`src/rtl/uart_lite_pkg.sv`:
```
// Shared constants and state encoding for the UART-lite port arbiter.
// LSR bit positions are given within the 64-bit read word returned by the slave.
package uart_lite_pkg;

    localparam logic [2:0] UART_THR_OFF = 3'd0;
    localparam logic [2:0] UART_LSR_OFF = 3'd5;

    localparam int LSR_DR_BIT   = 40;
    localparam int LSR_THRE_BIT = 45;
    localparam int LSR_TEMT_BIT = 46;

    typedef enum logic [2:0] {
        ST_IDLE,
        ST_POLL,
        ST_POLL_WAIT,
        ST_GAP,
        ST_ISSUE,
        ST_RESP
    } state_t;

endpackage

```
`src/rtl/uart_lite_port_arbiter_rr_arbiter.sv`:
```
// Combinational round-robin arbiter: one-hot grant to the first requester at or after i_ptr.
// Kept generic so other bus arbiters can reuse it.
module rr_arbiter #(
    parameter int N  = 2,
    parameter int PW = (N > 1) ? $clog2(N) : 1
) (
    input  logic [N-1:0]  i_req,
    input  logic [PW-1:0] i_ptr,
    output logic [N-1:0]  o_grant
);

    logic w_found;

    always_comb begin
        o_grant = '0;
        w_found = 1'b0;
        for (int k = 0; k < N; k++) begin
            for (int i = 0; i < N; i++) begin
                if (!w_found && i_req[i] && (i == ((int'(i_ptr) + k) % N))) begin
                    o_grant[i] = 1'b1;
                    w_found    = 1'b1;
                end
            end
        end
    end

endmodule

```
`src/rtl/uart_lite_port_arbiter.sv`:
```
// Shares one UART-lite SRAM-style port among NREQ requesters with exactly one ena pulse
// per access; optionally polls LSR.THRE before every write when TX_PACE is set.
//
// state        | meaning
// ST_IDLE      | round-robin grant, latch the winning request
// ST_POLL      | LSR read pulse (offset 5, never pops the RX FIFO)
// ST_POLL_WAIT | sample LSR.THRE from the poll
// ST_GAP       | idle POLL_GAP cycles before the next poll
// ST_ISSUE     | single access pulse for the latched request
// ST_RESP      | return slave read data to the owner
module uart_lite_port_arbiter
    import uart_lite_pkg::*;
#(
    parameter int NREQ     = 2,
    parameter int TX_PACE  = 1,
    parameter int POLL_GAP = 4
) (
    input  logic                 i_clk,
    input  logic                 i_rst,
    input  logic [NREQ-1:0]      i_req_valid,
    output logic [NREQ-1:0]      o_req_ready,
    input  logic [NREQ*64-1:0]   i_req_addr,
    input  logic [NREQ*64-1:0]   i_req_wdata,
    input  logic [NREQ*8-1:0]    i_req_wstrb,
    output logic [NREQ-1:0]      o_rsp_valid,
    output logic [63:0]          o_rsp_rdata,
    output logic [63:0]          o_uart_addra,
    output logic [63:0]          o_uart_dina,
    output logic [7:0]           o_uart_wea,
    output logic                 o_uart_ena,
    input  logic [63:0]          i_uart_douta
);

    localparam int PW = $clog2(NREQ);

    state_t          r_state, w_state_nxt;
    logic [PW-1:0]   r_rr_ptr, w_ptr_nxt;
    logic [NREQ-1:0] w_grant, r_owner;
    logic [63:0]     r_addr, r_wdata, w_sel_addr, w_sel_wdata;
    logic [7:0]      r_wstrb, w_sel_wstrb;
    logic [3:0]      r_gap_cnt;
    logic            w_accept;

    rr_arbiter #(.N(NREQ), .PW(PW)) u_rr (
        .i_req   (i_req_valid),
        .i_ptr   (r_rr_ptr),
        .o_grant (w_grant)
    );

    always_comb begin
        w_sel_addr  = '0;
        w_sel_wdata = '0;
        w_sel_wstrb = '0;
        w_ptr_nxt   = '0;
        for (int i = 0; i < NREQ; i++) begin
            if (w_grant[i]) begin
                w_sel_addr  = i_req_addr[i*64 +: 64];
                w_sel_wdata = i_req_wdata[i*64 +: 64];
                w_sel_wstrb = i_req_wstrb[i*8 +: 8];
                w_ptr_nxt   = (i == NREQ - 1) ? '0 : PW'(i + 1);
            end
        end
    end

    assign w_accept    = (r_state == ST_IDLE) && (|i_req_valid);
    assign o_req_ready = (r_state == ST_IDLE) ? w_grant : '0;

    always_comb begin
        w_state_nxt = r_state;
        case (r_state)
            ST_IDLE: begin
                if (w_accept) begin
                    w_state_nxt = ((TX_PACE != 0) && w_sel_wstrb[0]) ? ST_POLL : ST_ISSUE;
                end
            end
            ST_POLL:      w_state_nxt = ST_POLL_WAIT;
            ST_POLL_WAIT: w_state_nxt = i_uart_douta[LSR_THRE_BIT] ? ST_ISSUE : ST_GAP;
            ST_GAP:       w_state_nxt = (r_gap_cnt == 4'd0) ? ST_POLL : ST_GAP;
            ST_ISSUE:     w_state_nxt = ST_RESP;
            ST_RESP:      w_state_nxt = ST_IDLE;
            default:      w_state_nxt = ST_IDLE;
        endcase
    end

    always_comb begin
        o_uart_ena   = 1'b0;
        o_uart_wea   = '0;
        o_uart_addra = '0;
        o_uart_dina  = '0;
        o_rsp_valid  = '0;
        o_rsp_rdata  = '0;
        case (r_state)
            ST_POLL: begin
                o_uart_ena   = 1'b1;
                o_uart_addra = {r_addr[63:3], UART_LSR_OFF};
            end
            ST_ISSUE: begin
                o_uart_ena   = 1'b1;
                o_uart_addra = r_addr;
                o_uart_dina  = r_wdata;
                o_uart_wea   = r_wstrb;
            end
            ST_RESP: begin
                o_rsp_valid = r_owner;
                o_rsp_rdata = i_uart_douta;
            end
            default: ;
        endcase
    end

    // Gap timer is loaded on every poll sample and only runs down while in ST_GAP.
    always_ff @(posedge i_clk) begin
        if (i_rst) begin
            r_state   <= ST_IDLE;
            r_rr_ptr  <= '0;
            r_owner   <= '0;
            r_addr    <= '0;
            r_wdata   <= '0;
            r_wstrb   <= '0;
            r_gap_cnt <= '0;
        end else begin
            r_state <= w_state_nxt;
            if (w_accept) begin
                r_owner  <= w_grant;
                r_addr   <= w_sel_addr;
                r_wdata  <= w_sel_wdata;
                r_wstrb  <= w_sel_wstrb;
                r_rr_ptr <= w_ptr_nxt;
            end
            if (r_state == ST_POLL_WAIT) begin
                r_gap_cnt <= 4'(POLL_GAP - 1);
            end else if ((r_state == ST_GAP) && (r_gap_cnt != 4'd0)) begin
                r_gap_cnt <= r_gap_cnt - 4'd1;
            end
        end
    end

endmodule
```
`config.mk`:
```
export PLATFORM = sky130hd
export DESIGN_NAME = uart_lite_port_arbiter
export DESIGN_NICKNAME = d
export VERILOG_FILES = /design/src/rtl/uart_lite_pkg.sv /design/src/rtl/uart_lite_port_arbiter_rr_arbiter.sv /design/src/rtl/uart_lite_port_arbiter.sv
export SDC_FILE = /design/constraint.sdc
export NUM_CORES = 1
export LEC_CHECK = 0
export BUFFER_PORTS_ARGS = -buffer_cell sky130_fd_sc_hd__buf_2
export CELL_PAD_IN_SITES_DETAIL_PLACEMENT = 0
export CELL_PAD_IN_SITES_GLOBAL_PLACEMENT = 1
export CORE_AREA = 2 2 211 213
export CTS_CLUSTER_DIAMETER = 150
export DETAILED_ROUTE_END_ITERATION = 6
export DIE_AREA = 0 0 213 215
export PLACE_DENSITY = 0.54
export SYNTH_ARGS = -nofsm -noshare
export SYNTH_HDL_FRONTEND = slang
export SYNTH_SLANG_ARGS = --single-unit
```
`constraint.sdc`:
```
create_clock -name i_clk -period 1.8 [get_ports i_clk]
set_input_delay 0 -clock i_clk [delete_from_list [all_inputs] [get_ports i_clk]]
set_output_delay 0 -clock i_clk [all_outputs]
set_load 0.03 [all_outputs]
```
After elaboration in Yosys (flattened, before gate mapping)
Index checks and enable logic that the tools add are counted.
{"block": "totals", "ram_bits": 0, "memories": 0, "out_inout_bits": 205, "mem_bits_ro": 0, "wordCells": 67, "latchBits": 0, "regBits": 146}
{"block": "op_classes", "shift": 0, "div": 0, "eq_ne": 7, "order_cmp": 0, "n_addsub": 2, "n_reduce_logical": 21, "bitwise": 1, "n_mul": 0, "muxes": 28}
{"cell": "2-to-1 mux 64 bit", "n": 6}
{"cell": "one-hot mux 64 bit (2 select lines)", "n": 1}
{"cell": "logical NOT 32 bit", "n": 2}
{"cell": "2-to-1 mux 8 bit", "n": 3}
{"cell": "one-hot mux 3 bit (5 select lines)", "n": 1}
{"cell": "2-to-1 mux 2 bit", "n": 5}
{"cell": "logical AND 1 bit", "n": 9}
{"cell": "2-to-1 mux 1 bit", "n": 9}
{"cell": "2-to-1 mux 3 bit", "n": 3}
{"cell": "== test 3 x 2 -> 1 bit (second input constant)", "n": 2}
{"cell": "== test 3 bit (second input constant)", "n": 2}
{"cell": "OR reduction 2 bit", "n": 3}
{"cell": "logical NOT 4 bit", "n": 1}
{"cell": "nonzero test 4 bit", "n": 1}
{"cell": "subtractor 4 x 1 -> 4 bit (second input constant)", "n": 1}
{"cell": "== test 3 x 1 -> 1 bit (second input constant)", "n": 1}
{"cell": "logical NOT 1 bit", "n": 3}
{"cell": "logical NOT 3 bit", "n": 1}
{"cell": "== test 2 bit (first input constant)", "n": 1}
{"cell": "!= test 2 bit (second input constant)", "n": 1}
{"cell": "nonzero test 2 bit", "n": 1}
{"cell": "adder 1 bit (second input constant)", "n": 1}
{"cell": "bitwise AND 1 bit (first input constant)", "n": 1}

Depth between registers and ports, before layout
Gate-level depths: netlist of the first run.
{"block": "depth", "depth_word": 19, "mapped_depth": 7, "depth_no_buf": 5}

Cells and area by module
A second synthesis of the first run with hierarchy kept.
{"block": "hier_totals", "cells_unflattened": 946, "area_unflattened_um2": 7897.6}
{"mod": "uart_lite_port_arbiter", "seq_area_each_um2": 2922.8, "instances": 1, "cells_per_inst": 943, "area_per_inst_um2": 7878.8}
{"mod": "rr_arbiter", "seq_area_each_um2": 0.0, "instances": 1, "cells_per_inst": 3, "area_per_inst_um2": 18.8}

Worst setup path before layout of the first run
Ideal clock, no wire load.
{"block": "synth_path", "path_kind": "register to register", "from": "register r_rr_ptr", "to": "register r_owner[1]", "n_path_buf": 1, "synth_period_minus_slack_ps": 2164, "setup_time_ps": 186, "stages_incl_launch_ff": 5, "t_arrival_ps": 1977, "setup_slack_ps": -364, "cell_sequence": "dfxtp_1 a21boi_0 buf_2 nor4b_1 nor3_1"}
{"block": "synth_via", "elab_chain_len": 15}
{"item": "from (decl)", "line_no": "uart_lite_port_arbiter.sv:37", "source": "logic [PW-1:0] r_rr_ptr, w_ptr_nxt;"}
{"item": "from (signal assigned)", "line_no": "uart_lite_port_arbiter.sv:128", "source": "r_rr_ptr <= w_ptr_nxt;"}
{"item": "logical NOT 32 bit", "line_no": "uart_lite_port_arbiter_rr_arbiter.sv:19", "source": "if (!w_found && i_req[i] && (i == ((int'(i_ptr) + k) % N))) begin"}
{"item": "logical AND 1 bit", "line_no": "uart_lite_port_arbiter_rr_arbiter.sv:19"}
{"item": "2-to-1 mux 1 bit", "line_no": "uart_lite_port_arbiter_rr_arbiter.sv:19"}
{"item": "logical NOT 1 bit", "line_no": "uart_lite_port_arbiter_rr_arbiter.sv:19"}
{"item": "logical AND 1 bit (2 in series)", "line_no": "uart_lite_port_arbiter_rr_arbiter.sv:19"}
{"item": "2-to-1 mux 1 bit", "line_no": "uart_lite_port_arbiter_rr_arbiter.sv:19"}
{"item": "logical NOT 1 bit", "line_no": "uart_lite_port_arbiter_rr_arbiter.sv:19"}
{"item": "logical AND 1 bit (2 in series)", "line_no": "uart_lite_port_arbiter_rr_arbiter.sv:19"}
{"item": "2-to-1 mux 1 bit", "line_no": "uart_lite_port_arbiter_rr_arbiter.sv:19"}
{"item": "logical NOT 1 bit", "line_no": "uart_lite_port_arbiter_rr_arbiter.sv:19"}
{"item": "logical AND 1 bit (2 in series)", "line_no": "uart_lite_port_arbiter_rr_arbiter.sv:19"}
{"item": "2-to-1 mux 1 bit *", "line_no": "uart_lite_port_arbiter_rr_arbiter.sv:19"}
{"item": "to (signal assigned)", "line_no": "uart_lite_port_arbiter.sv:124", "source": "r_owner <= w_grant;"}
{"item": "to (decl)", "line_no": "uart_lite_port_arbiter.sv:38", "source": "logic [NREQ-1:0] w_grant, r_owner;"}
Mark *: on every way between the ends. The rest lies on a longest branch, timed or not.
A chain may end at the register's enable or synchronous reset.

Worst setup path after layout of the first run
{"block": "layout_path", "from": "register r_state[2]", "to": "register r_wdata[12]"}
{"block": "layout_via", "elab_chain_len": 2}
{"item": "from (decl)", "line_no": "uart_lite_port_arbiter.sv:36", "source": "state_t r_state, w_state_nxt;"}
{"item": "from (signal assigned)", "line_no": "uart_lite_port_arbiter.sv:122", "source": "r_state <= w_state_nxt;"}
{"item": "logical NOT 3 bit", "line_no": "uart_lite_port_arbiter.sv:65", "source": "assign w_accept = (r_state == ST_IDLE) && (|i_req_valid);"}
{"item": "logical AND 1 bit", "line_no": "uart_lite_port_arbiter.sv:65"}
{"item": "to (signal assigned)", "line_no": "uart_lite_port_arbiter.sv:126", "source": "r_wdata <= w_sel_wdata;"}
{"item": "to (decl)", "line_no": "uart_lite_port_arbiter.sv:39", "source": "logic [63:0] r_addr, r_wdata, w_sel_addr, w_sel_wdata;"}
Every way passes these cells.

==> results of run 1 <==
## cell type report
class | instances | area, sq um
Fill cell | 4210 | 25100
Multi-Input combinational cell | 667 | 5660
Antenna cell | 2 | 5.00
Clock buffer | 20 | 447
Clock inverter | 10 | 113
Timing Repair Buffer | 957 | 8620
Tap cell | 592 | 741
Sequential cell | 146 | 2930
Inverter | 5 | 31.3
## synthesized netlist by cell type (3+ instances only)
library cell  number  area share
a211oi_1           5      0.0046
a21oi_1            9      0.0055
a221oi_1          15       0.016
a221oi_2         120        0.22
and2_1           128       0.097
and3_1            74       0.056
buf_2             36       0.022
buf_6             15       0.021
clkbuf_1          55       0.025
dfxtp_1          146        0.36
inv_1              5      0.0023
nand2_1            5      0.0023
nand2b_1           3      0.0023
nand3b_1           3      0.0027
nor2_1           146       0.067
nor3_1           139       0.085
o21ai_0            3      0.0018
## where the power goes
group / internal (mW) / switching, mW / total (mW)
registers: 4.03 / 0.491 / 4.52
clock network: 2.05 / 1.50 / 3.56
logic: 5.61 / 5.73 / 11.3
## per-layer routing
layer  track usage  up-vias
met5             0        -
met4        0.0674        0
met3        0.0555       74
met2         0.300      427
met1         0.199     5178
li1              -     5120
## sequential cells by signal, indices dropped and copies added (netlist names)
| signal | count |
|---|---|
| r_wstrb | 8 |
| r_wdata | 64 |
| r_rr_ptr | 1 |
| r_gap_cnt | 4 |
| r_addr | 64 |
| r_state | 3 |
| r_owner | 2 |
## stage by stage
stage	TNS, ns	cells	area (sq um)	util
after floorplan	0	924	8240	-
after global placement	0	2012	11900	0.274
after detailed placement	0	2012	11900	0.274
after CTS	-19.99	2336	16500	0.377
after global routing	-46.08	2397	18500	0.425
final	-20.52	2399	18500	0.425
## logic make-up after synthesis
family / after synthesis / synth area share
AOI/OAI and AO/OA: 156 / 0.251
and+or+nand+nor: 506 / 0.319
buffers and inverters: 113 / 0.0707
DFF: 146 / 0.355
xor gates and xnor gates: 1 / 0.00106
adders and majority gates: 2 / 0.00304
## worst min-delay path, stage by stage
cell	delay [ns]
buf_2	0.15
a32oi_1	0.14
o21bai_1	0.14
a211oi_1	0.07
## timing repair
item | CTS | global route
hold buffers | 274 | 0
cloned | 7 | 37
pin swaps | 22 | 54
setup buffers | 13 | 28
endpoints found under the hold margin | 137 | 0
gates resized for setup | 302 | 280
setup endpoints to repair | 175 | 333
## path summary, 6_finish.rpt
kind | to | slack [ns] | cells after the start
max | r_wdata[12]$_SDFFE_PP0P_ | -0.17 | 9
min | r_state[2]$_SDFFE_PP0P_ | 0.09 | 4
max reg2reg | r_wdata[12]$_SDFFE_PP0P_ | -0.17 | 9
min reg2reg | r_wstrb[0]$_SDFFE_PP0P_ | 0.48 | 2
==> flow_metrics.py, run 1 <==
metrics = {
    "run_status": {
        "status": "finished with violations",
        "violations": "setup timing",
    },
    "clocking": {
        "numCtsBuffers": 17,
        "cts_root_buffer": "clkbuf_16",
        "insertion_delay_ns": 0.45,
        "cts.sinks": 146,
        "clk_pin_slew_ns": 0.07,
        "htree_levels": 4,
        "cts_max_path_buffers": 2,
        "cts_tree": "built",
    },
    "timing": {
        "clock.fmax_mhz": 507,
        "whs_ns": 0.0915,
        "setup_violations": 330,
        "rsz0062_at_grt": "true",
        "finalHoldViolations": 0,
        "report.final.slew_viol_count": 0,
        "setup_slack_ns": -0.171,
        "worst_pin_slew_ns": 0.583,
        "skew_ns": 0.0103,
        "period_share": 1.09,
        "slew_headroom": 0.610,
        "period_needed_ns": 1.97,
    },
    "placement": {
        "pre_cts_slack_ns": 0.0414,
        "dp_hpwl_mm": 27.5,
        "gp_congestion": 0.770,
        "portBuffers": 544,
    },
    "drt": {
        "ant_nets": 0,
        "wl_met1_mm": 20.3,
        "route.detailed.wl_per_inst_um": 20.1,
        "viasPerCell": 4.50,
        "num_vias": 10800,
        "dr.first_iter.drc_count": 382,
        "drc": 0,
        "wl_met2_mm": 23.3,
        "drt_first_pass_iters": 5,
        "wl_mm": 48.1,
        "wl_met3_mm": 3.22,
        "top_layer_used": "met4",
    },
    "setup_path": {
        "cpPeakStageDelay_ns": 0.42,
        "reg2reg_from": "r_state[2]$_SDFFE_PP0P_",
        "start_kind": "register",
        "crit_path_end_kind": "register",
        "crit_chain": "buf_6 > or3_4 > buf_6 > nor2_4 > buf_12 > buf_12 > clkbuf_16 > nor2_4 > nor3_2",
        "critPathRequiredTime_ns": 2.17,
        "crit_family": "buffers and inverters",
        "crit_start": "r_state[2]$_SDFFE_PP0P_",
        "crit_path_top_delay_cell": "or3_4",
        "cp.arrival_ns": 2.34,
        "path_buf_inv": 5,
        "crit_path_max_fanout": 8,
        "critical_path_class": "register to register",
    },
    "final_layout": {
        "layout_commonest_cell": "buf_2",
        "drive_gt1_frac": 0.561,
        "nNetsFinal": 2136,
        "final_cell_mix": "buf_2, dlygate4sd3_1, dfxtp_1",
        "syn_to_final_growth_pct": 125,
    },
    "floorplan": {
        "die_y_um": 215,
        "dieArea_sq_um": 45800,
        "pin_count": 545,
        "core_area_sq_um": 43600,
        "initial_utilization": 0.189,
        "rows": 77,
        "die_x_um": 213,
    },
    "global_route": {
        "first_global_vias": 11100,
        "grt_pass1_wl_mm": 61.9,
        "grt_usage": 0.174,
        "grt_overflow": 0,
        "grt_antenna_before_repair": 3,
        "grt_max_degree": 76,
    },
    "power": {
        "p_per_area_nw_per_um2": 1050,
        "p_total_mw": 19.4,
        "power.static_leakage_nw": 8.44,
        "ir_worst_vdd_uv": 571,
    },
    "logic_synthesis": {
        "syn_area_sq_um": 8230,
        "ys.flop_type": "dfxtp_1",
        "ys_seq_elements": 146,
        "syn_inst": 924,
        "synth.avg_cell_area_sq_um": 8.90,
        "synthArstFlopShare": 0,
        "yosysUniqueCellTypes": 30,
        "yosys_warnings": 0,
        "synth-edff-count": 0,
        "syn-num-nets": 1266,
        "seq_area_frac_synth": 0.355,
    },
    "hold_path": {
        "min_path_type": "input pin to register",
        "min-delay-start": "i_req_valid[1]",
    },
    "job": {
        "drv_cap": 0,
    },
}
No activity file was read; power rests on OpenSTA's default activity.
==> run 2, diff against run 1 <==
- ABC_AREA: default -> 1
- CORE_AREA: 2 2 211 213 -> 2 2 209 211
- DIE_AREA: 0 0 213 215 -> 0 0 211 213
- PLACE_DENSITY: 0.54 -> 0.62
==> run 2 against run 1 <==
Effect of this change: the flow now finishes without violations; count of clock-buffer cells in the layout decreased by 1; cell count increased by 20%; core utilization decreased by 5.9 points; sequential share of layout area increased by 2.9 points; die area decreased by 1.9%; first-iteration DRC count increased by 28%; critical path depth decreased by 2; worst hold slack got worse by 0.029 ns; non-clock buffer count decreased by 102; clock power decreased by 5%; setup slack improved by 0.25 ns; wire length decreased by 13%; critical endpoint is now o_uart_addra[42]; largest power group unchanged.
==> flow_metrics.py, run 2 <==
metrics = {
    "drt": {
        "route.detailed.wl_per_inst_um": 14.5,
        "dr.first_iter.drc_count": 490,
        "num_vias": 12000,
        "ant_nets": 0,
        "wl_mm": 41.8,
        "viasPerCell": 4.16,
        "drc": 0,
        "drt_first_pass_iters": 5,
    },
    "floorplan": {
        "initial_utilization": 0.199,
        "die_x_um": 211,
        "rows": 76,
        "core_area_sq_um": 42700,
        "dieArea_sq_um": 44900,
        "die_y_um": 213,
        "pin_count": 545,
    },
    "clocking": {
        "cts_max_path_buffers": 2,
        "insertion_delay_ns": 0.43,
        "cts.sinks": 146,
        "cts_root_buffer": "clkbuf_16",
        "cts_tree": "built",
        "clk_pin_slew_ns": 0.06,
        "numCtsBuffers": 17,
        "htree_levels": 4,
    },
    "setup_path": {
        "path_common_cell": "nand2_4",
        "crit_family": "simple AND/OR/NAND/NOR gates",
        "path_buf_inv": 3,
        "critical_path_class": "register to output port",
        "crit_path_max_fanout": 14,
        "crit_path_end_kind": "output port",
        "cp.arrival_ns": 1.73,
        "cpPeakStageDelay_ns": 0.38,
        "critPathRequiredTime_ns": 1.80,
        "crit_path_top_delay_cell": "dfxtp_2",
        "crit_chain": "nor2_4 > nand2_4 > nand2_4 > inv_6 > clkbuf_16 > nor2_2 > buf_6",
        "start_kind": "register",
    },
    "timing": {
        "rsz0062_at_grt": "true",
        "skew_ns": 0.00740,
        "setup_slack_ns": 0.0743,
        "worst_pin_slew_ns": 0.397,
        "clock.fmax_mhz": 579,
        "report.final.slew_viol_count": 0,
        "finalHoldViolations": 0,
        "slew_headroom": 0.736,
        "period_share": 0.959,
        "setup_violations": 0,
        "period_needed_ns": 1.73,
    },
    "power": {
        "p_per_area_nw_per_um2": 1150,
        "ir_worst_vdd_uv": 694,
        "swShare": 0.459,
        "power_frac_clock": 0.189,
        "p_int_mw": 9.72,
        "switchingPower_mw": 8.24,
        "combPwrFrac": 0.530,
        "seqPwrFrac": 0.281,
        "power.static_leakage_nw": 8.39,
    },
    "hold_path": {
        "min_path_type": "input pin to register",
    },
    "global_route": {
        "grt_usage": 0.170,
        "first_global_vias": 11900,
        "grt_antenna_before_repair": 0,
        "grt_overflow": 0,
        "grt_max_degree": 83,
        "grt_pass1_wl_mm": 60.1,
    },
    "placement": {
        "portBuffers": 544,
        "gp_congestion": 0.794,
        "pre_cts_slack_ns": 0.258,
        "dp_hpwl_mm": 26.9,
    },
    "final_layout": {
        "num_antenna_cells": 0,
        "final_cell_mix": "buf_2, nor2_1, nand2_1",
        "layout_commonest_cell": "buf_2",
        "drive_gt1_frac": 0.275,
        "nNetsFinal": 2665,
        "utilization": 0.366,
        "reg_top3": "r_addr x64, r_wdata x64, r_wstrb x8",
        "syn_to_final_growth_pct": 84.0,
    },
    "logic_synthesis": {
        "synth_top_area_cell": "dfxtp_1",
        "synthTopCellsByArea": "dfxtp_1, nor2_1, nand2_1",
        "syn_inst": 1543,
        "synth.avg_cell_area_sq_um": 5.50,
        "yosys_warnings": 0,
        "syn_area_sq_um": 8490,
        "synth_most_common_cell": "nor2_1",
        "seq_area_frac_synth": 0.344,
        "synthArstFlopShare": 0,
        "ys_seq_elements": 146,
        "synth_top_area_share": 0.344,
        "synth_common_cells": "nor2_1, nand2_1, inv_1, dfxtp_1, o21ai_0",
        "synth-edff-count": 0,
        "ys.flop_type": "dfxtp_1",
        "syn-num-nets": 1885,
        "yosysUniqueCellTypes": 23,
    },
    "job": {
        "drv_cap": 0,
    },
    "run_status": {
        "status": "completed",
    },
}
[run 2: layer usage]
| metal | track usage | share of wire |
|---|---|---|
| met5 | 0 | 0 |
| met4 | 0.0993 | 0.048 |
| met3 | 0.0369 | 0.054 |
| met2 | 0.304 | 0.49 |
| met1 | 0.186 | 0.41 |
[run 2: cell families (layout without fill, tap and decap cells)]
logic type	Yosys count	after routing	share of synthesized area
adders and majority gates	2	2	0.00295
AOI/OAI and AO/OA	148	148	0.0903
DFF	146	146	0.344
buffers and inverters	313	1105	0.144
and+or+nand+nor	933	933	0.418
xor gates and xnor gates	1	1	0.00103
[run 2: tightest hold or removal path, delay by kind of cell]
kind | cells | cell delay (ns)
AO/OA/AOI/OAI | 1 | 0.06
buffers and inverters | 1 | 0.16
AND/OR/NAND/NOR | 2 | 0.24
[run 2: final timing paths]
path / slack [ns] / startpoint / depth (start not counted) / endpoint
worst max register to register: 0.11 / r_rr_ptr$_SDFFE_PP0P_ / 8 / r_addr[18]$_SDFFE_PP0P_
worst max-delay path: 0.07 / r_state[0]$_SDFFE_PP0P_ / 7 / o_uart_addra[42]
worst min-delay path: 0.06 / i_req_valid[0] / 4 / r_state[2]$_SDFFE_PP0P_
worst min register to register: 0.47 / r_owner[0]$_SDFFE_PP0P_ / 2 / r_owner[0]$_SDFFE_PP0P_
[run 2: area by class of cell]
| class | instances | area (sq um) |
|---|---|---|
| clock inverters | 12 | 113 |
| flip-flops and latches | 146 | 2930 |
| multi-input cells | 1084 | 4450 |
| fillers | 4716 | 27100 |
| repair buffers | 855 | 6190 |
| inverters | 219 | 832 |
| well taps | 546 | 683 |
| clock buffers | 19 | 433 |
[run 2: power groups by stage]
| stage | clock network [mW] | registers (mW) | logic, mW |
|---|---|---|---|
| floorplan | 0 | 4.92 | 5.63 |
| global placement | 0 | 5.04 | 8.38 |
| detailed placement | 0 | 5.07 | 8.41 |
| CTS | 3.55 | 5.02 | 9.09 |
| global route | 3.68 | 5.20 | 10.6 |
| finish | 3.39 | 5.04 | 9.53 |
[run 2: per-stage QoR]
step | hold slack [ns] | total power, mW | area [sq um] | TNS, ns | std cells
2_1_floorplan | 0.151 | 10.5 | 8490 | 0 | 1543
3_3_place_gp | 0.300 | 13.4 | 11800 | 0 | 2557
3_5_place_dp | 0.303 | 13.5 | 11800 | 0 | 2557
4_1_cts | 0.00224 | 17.7 | 15300 | -0.000366 | 2870
5_1_grt | 0.0760 | 19.4 | 15600 | -0.237 | 2881
6_report | 0.0624 | 18.0 | 15600 | 0 | 2881
[run 2: repair_timing]
item	CTS	global route
hold buffers	276	0
gates cloned	2	4
gates resized for setup	22	81
endpoints found under the setup margin	125	98
hold endpoints to repair	142	0
setup buffers	4	7
pin swaps	3	2
==> run 3, diff against run 2 <==
- CORE_AREA: 2 2 209 211 -> 2 2 214 216
- DIE_AREA: 0 0 211 213 -> 0 0 216 218
- PLACE_DENSITY: 0.62 -> 0.59
- clock period: 1.8 -> 2 ns (I/O delays scaled with it)
==> run 3 against run 2 <==
Effect of this change: global-route usage decreased by 0.45 points; final area decreased by 1.7%; core utilization decreased by 2.4 points; cell count increased by 1.5%; count of clock-buffer cells in the layout increased by 2; worst hold slack got worse by 0.053 ns; clock power increased by 4%; non-clock buffer count decreased by 13; clock skew about the same.
==> flow_metrics.py, run 3 (synthesis results as in run 2) <==
metrics = {
    "final_layout": {
        "reg_top3": "r_addr x64, r_wdata x64, r_wstrb x8",
        "final_cell_mix": "buf_2, nor2_1, nand2_1",
        "syn_to_final_growth_pct": 80.9,
        "final_cells": 2924,
        "nFillCells": 4970,
        "multi_input_area_sq_um": 4370,
        "seq_area_sq_um": 2930,
        "finalInstanceArea_sq_um": 15400,
        "layout_commonest_cell": "buf_2",
        "nNetsFinal": 2652,
        "drive_gt1_frac": 0.265,
    },
    "drt": {
        "wl_mm": 41.1,
        "viasPerCell": 4.08,
        "drc": 0,
        "top_layer_used": "met4",
        "dr.first_iter.drc_count": 435,
        "route.detailed.wl_per_inst_um": 14.1,
        "wl_met1_mm": 17.1,
        "wl_met2_mm": 20.1,
        "drt_first_pass_iters": 5,
        "ant_nets": 0,
        "wl_met3_mm": 2.51,
        "num_vias": 11900,
    },
    "timing": {
        "setup_slack_ns": 0.148,
        "period_needed_ns": 1.85,
        "clock.fmax_mhz": 540,
        "slew_headroom": 0.737,
        "skew_ns": 0.00764,
        "report.final.slew_viol_count": 0,
        "worst_pin_slew_ns": 0.394,
        "setup_violations": 0,
        "finalHoldViolations": 0,
        "setup_tns_ns": 0,
        "period_share": 0.926,
    },
    "setup_path": {
        "crit_chain": "inv_2 > nand3_2 > nand2_1 > inv_2 > buf_12 > nor2_1 > clkbuf_4",
        "cp.arrival_ns": 1.85,
        "crit_path_max_fanout": 52,
        "path_common_cell": "inv_2",
        "critPathRequiredTime_ns": 2.00,
        "critical_path_class": "register to output port",
        "crit_path_top_delay_cell": "dfxtp_2",
        "start_kind": "register",
        "cpPeakStageDelay_ns": 0.36,
        "crit_path_end_kind": "output port",
    },
    "clocking": {
        "numCtsBuffers": 17,
        "htree_levels": 4,
        "insertion_delay_ns": 0.43,
        "cts.sinks": 146,
        "cts_root_buffer": "clkbuf_16",
        "cts_tree": "built",
        "clk_pin_slew_ns": 0.06,
        "cts_max_path_buffers": 2,
    },
    "placement": {
        "dp_hpwl_mm": 28.3,
        "pre_cts_slack_ns": 0.411,
        "dpl-instance-area_sq_um": 11900,
        "dpl.cell_count": 2611,
        "gp_congestion": 0.893,
        "portBuffers": 544,
    },
    "global_route": {
        "first_global_vias": 11900,
        "grt_max_degree": 73,
        "grt_antenna_before_repair": 1,
        "grt_overflow": 0,
        "grt_usage": 0.166,
        "grt_pass1_wl_mm": 61.9,
    },
    "floorplan": {
        "core_area_sq_um": 44900,
        "die_x_um": 216,
        "die_y_um": 218,
        "pin_count": 545,
        "initial_utilization": 0.189,
        "rows": 78,
        "dieArea_sq_um": 47100,
    },
    "power": {
        "p_total_mw": 16.1,
        "p_per_area_nw_per_um2": 1050,
        "ir_worst_vdd_uv": 777,
        "power.static_leakage_nw": 8.32,
    },
    "hold_path": {
        "min_path_type": "input pin to register",
    },
    "run_status": {
        "status": "completed",
    },
    "job": {
        "drv_cap": 0,
    },
}
## run 3: cell count changes in the layout (fill, tap and decap cells not counted), sizes merged
| cell | before | now |
|---|---|---|
| bufbuf | 2 | 1 |
| buf | 565 | 563 |
| clkbuf | 31 | 25 |
| bufinv | 1 | 4 |
| inv | 220 | 222 |
| dlygate4sd3 | 276 | 274 |
| clkinv | 5 | 2 |
| diode | 0 | 1 |
| clkinvlp | 5 | 2 |
## run 3: worst paths after layout
check	from	end	slack (ns)	depth (start not counted)
max	r_state[2]$_SDFFE_PP0P_	o_uart_addra[33]	0.15	7
min	i_req_addr[108]	r_addr[44]$_SDFFE_PP0P_	0.01	5
max reg2reg	r_state[1]$_SDFFE_PP0P_	r_state[2]$_SDFFE_PP0P_	0.29	7
min reg2reg	r_owner[1]$_SDFFE_PP0P_	r_owner[1]$_SDFFE_PP0P_	0.46	2
## run 3: power by group
part | switching (mW) | internal, mW
Combinational | 5.32 | 2.70
Sequential | 0.536 | 4.00
Clock | 1.36 | 2.17
## run 3: cell type report
type	instances	share of cell area
Multi-Input combinational cell	1084	0.284
Clock buffer	21	0.0300
Tap cell	600	0.0489
Antenna cell	1	0.000163
Sequential cell	146	0.191
Inverter	219	0.0537
Clock inverter	11	0.0114
Timing Repair Buffer	842	0.381
## run 3: timing repair
action / 4_1_cts / 5_1_grt
resized for setup: 0 / 8
pin swaps: 1 / 2
setup endpoints to repair: 1 / 62
setup buffers: 1 / 3
gates cloned: 1 / 1
hold endpoints to repair: 142 / 0
hold buffers: 274 / 0
## run 3: critical path: cells and delay by family, from the launching register on
kind                   cells  cell delay (ns)
buffers and inverters      4             0.59
AND/OR/NAND/NOR            3             0.42
flip-flops                 1             0.36
## run 3: through the flow
stage                     hold WS [ns]   util
after floorplan                  0.151      -
after global placement           0.295  0.265
after detailed placement         0.303  0.265
after CTS                       0.0300  0.341
after global routing            0.0458  0.342
final                          0.00968  0.342
## run 3: per-layer routing
metal	GRT usage	up-vias
met5	0	-
met4	0.0740	0
met3	0.0386	75
met2	0.296	449
met1	0.188	5342
li1	-	6054
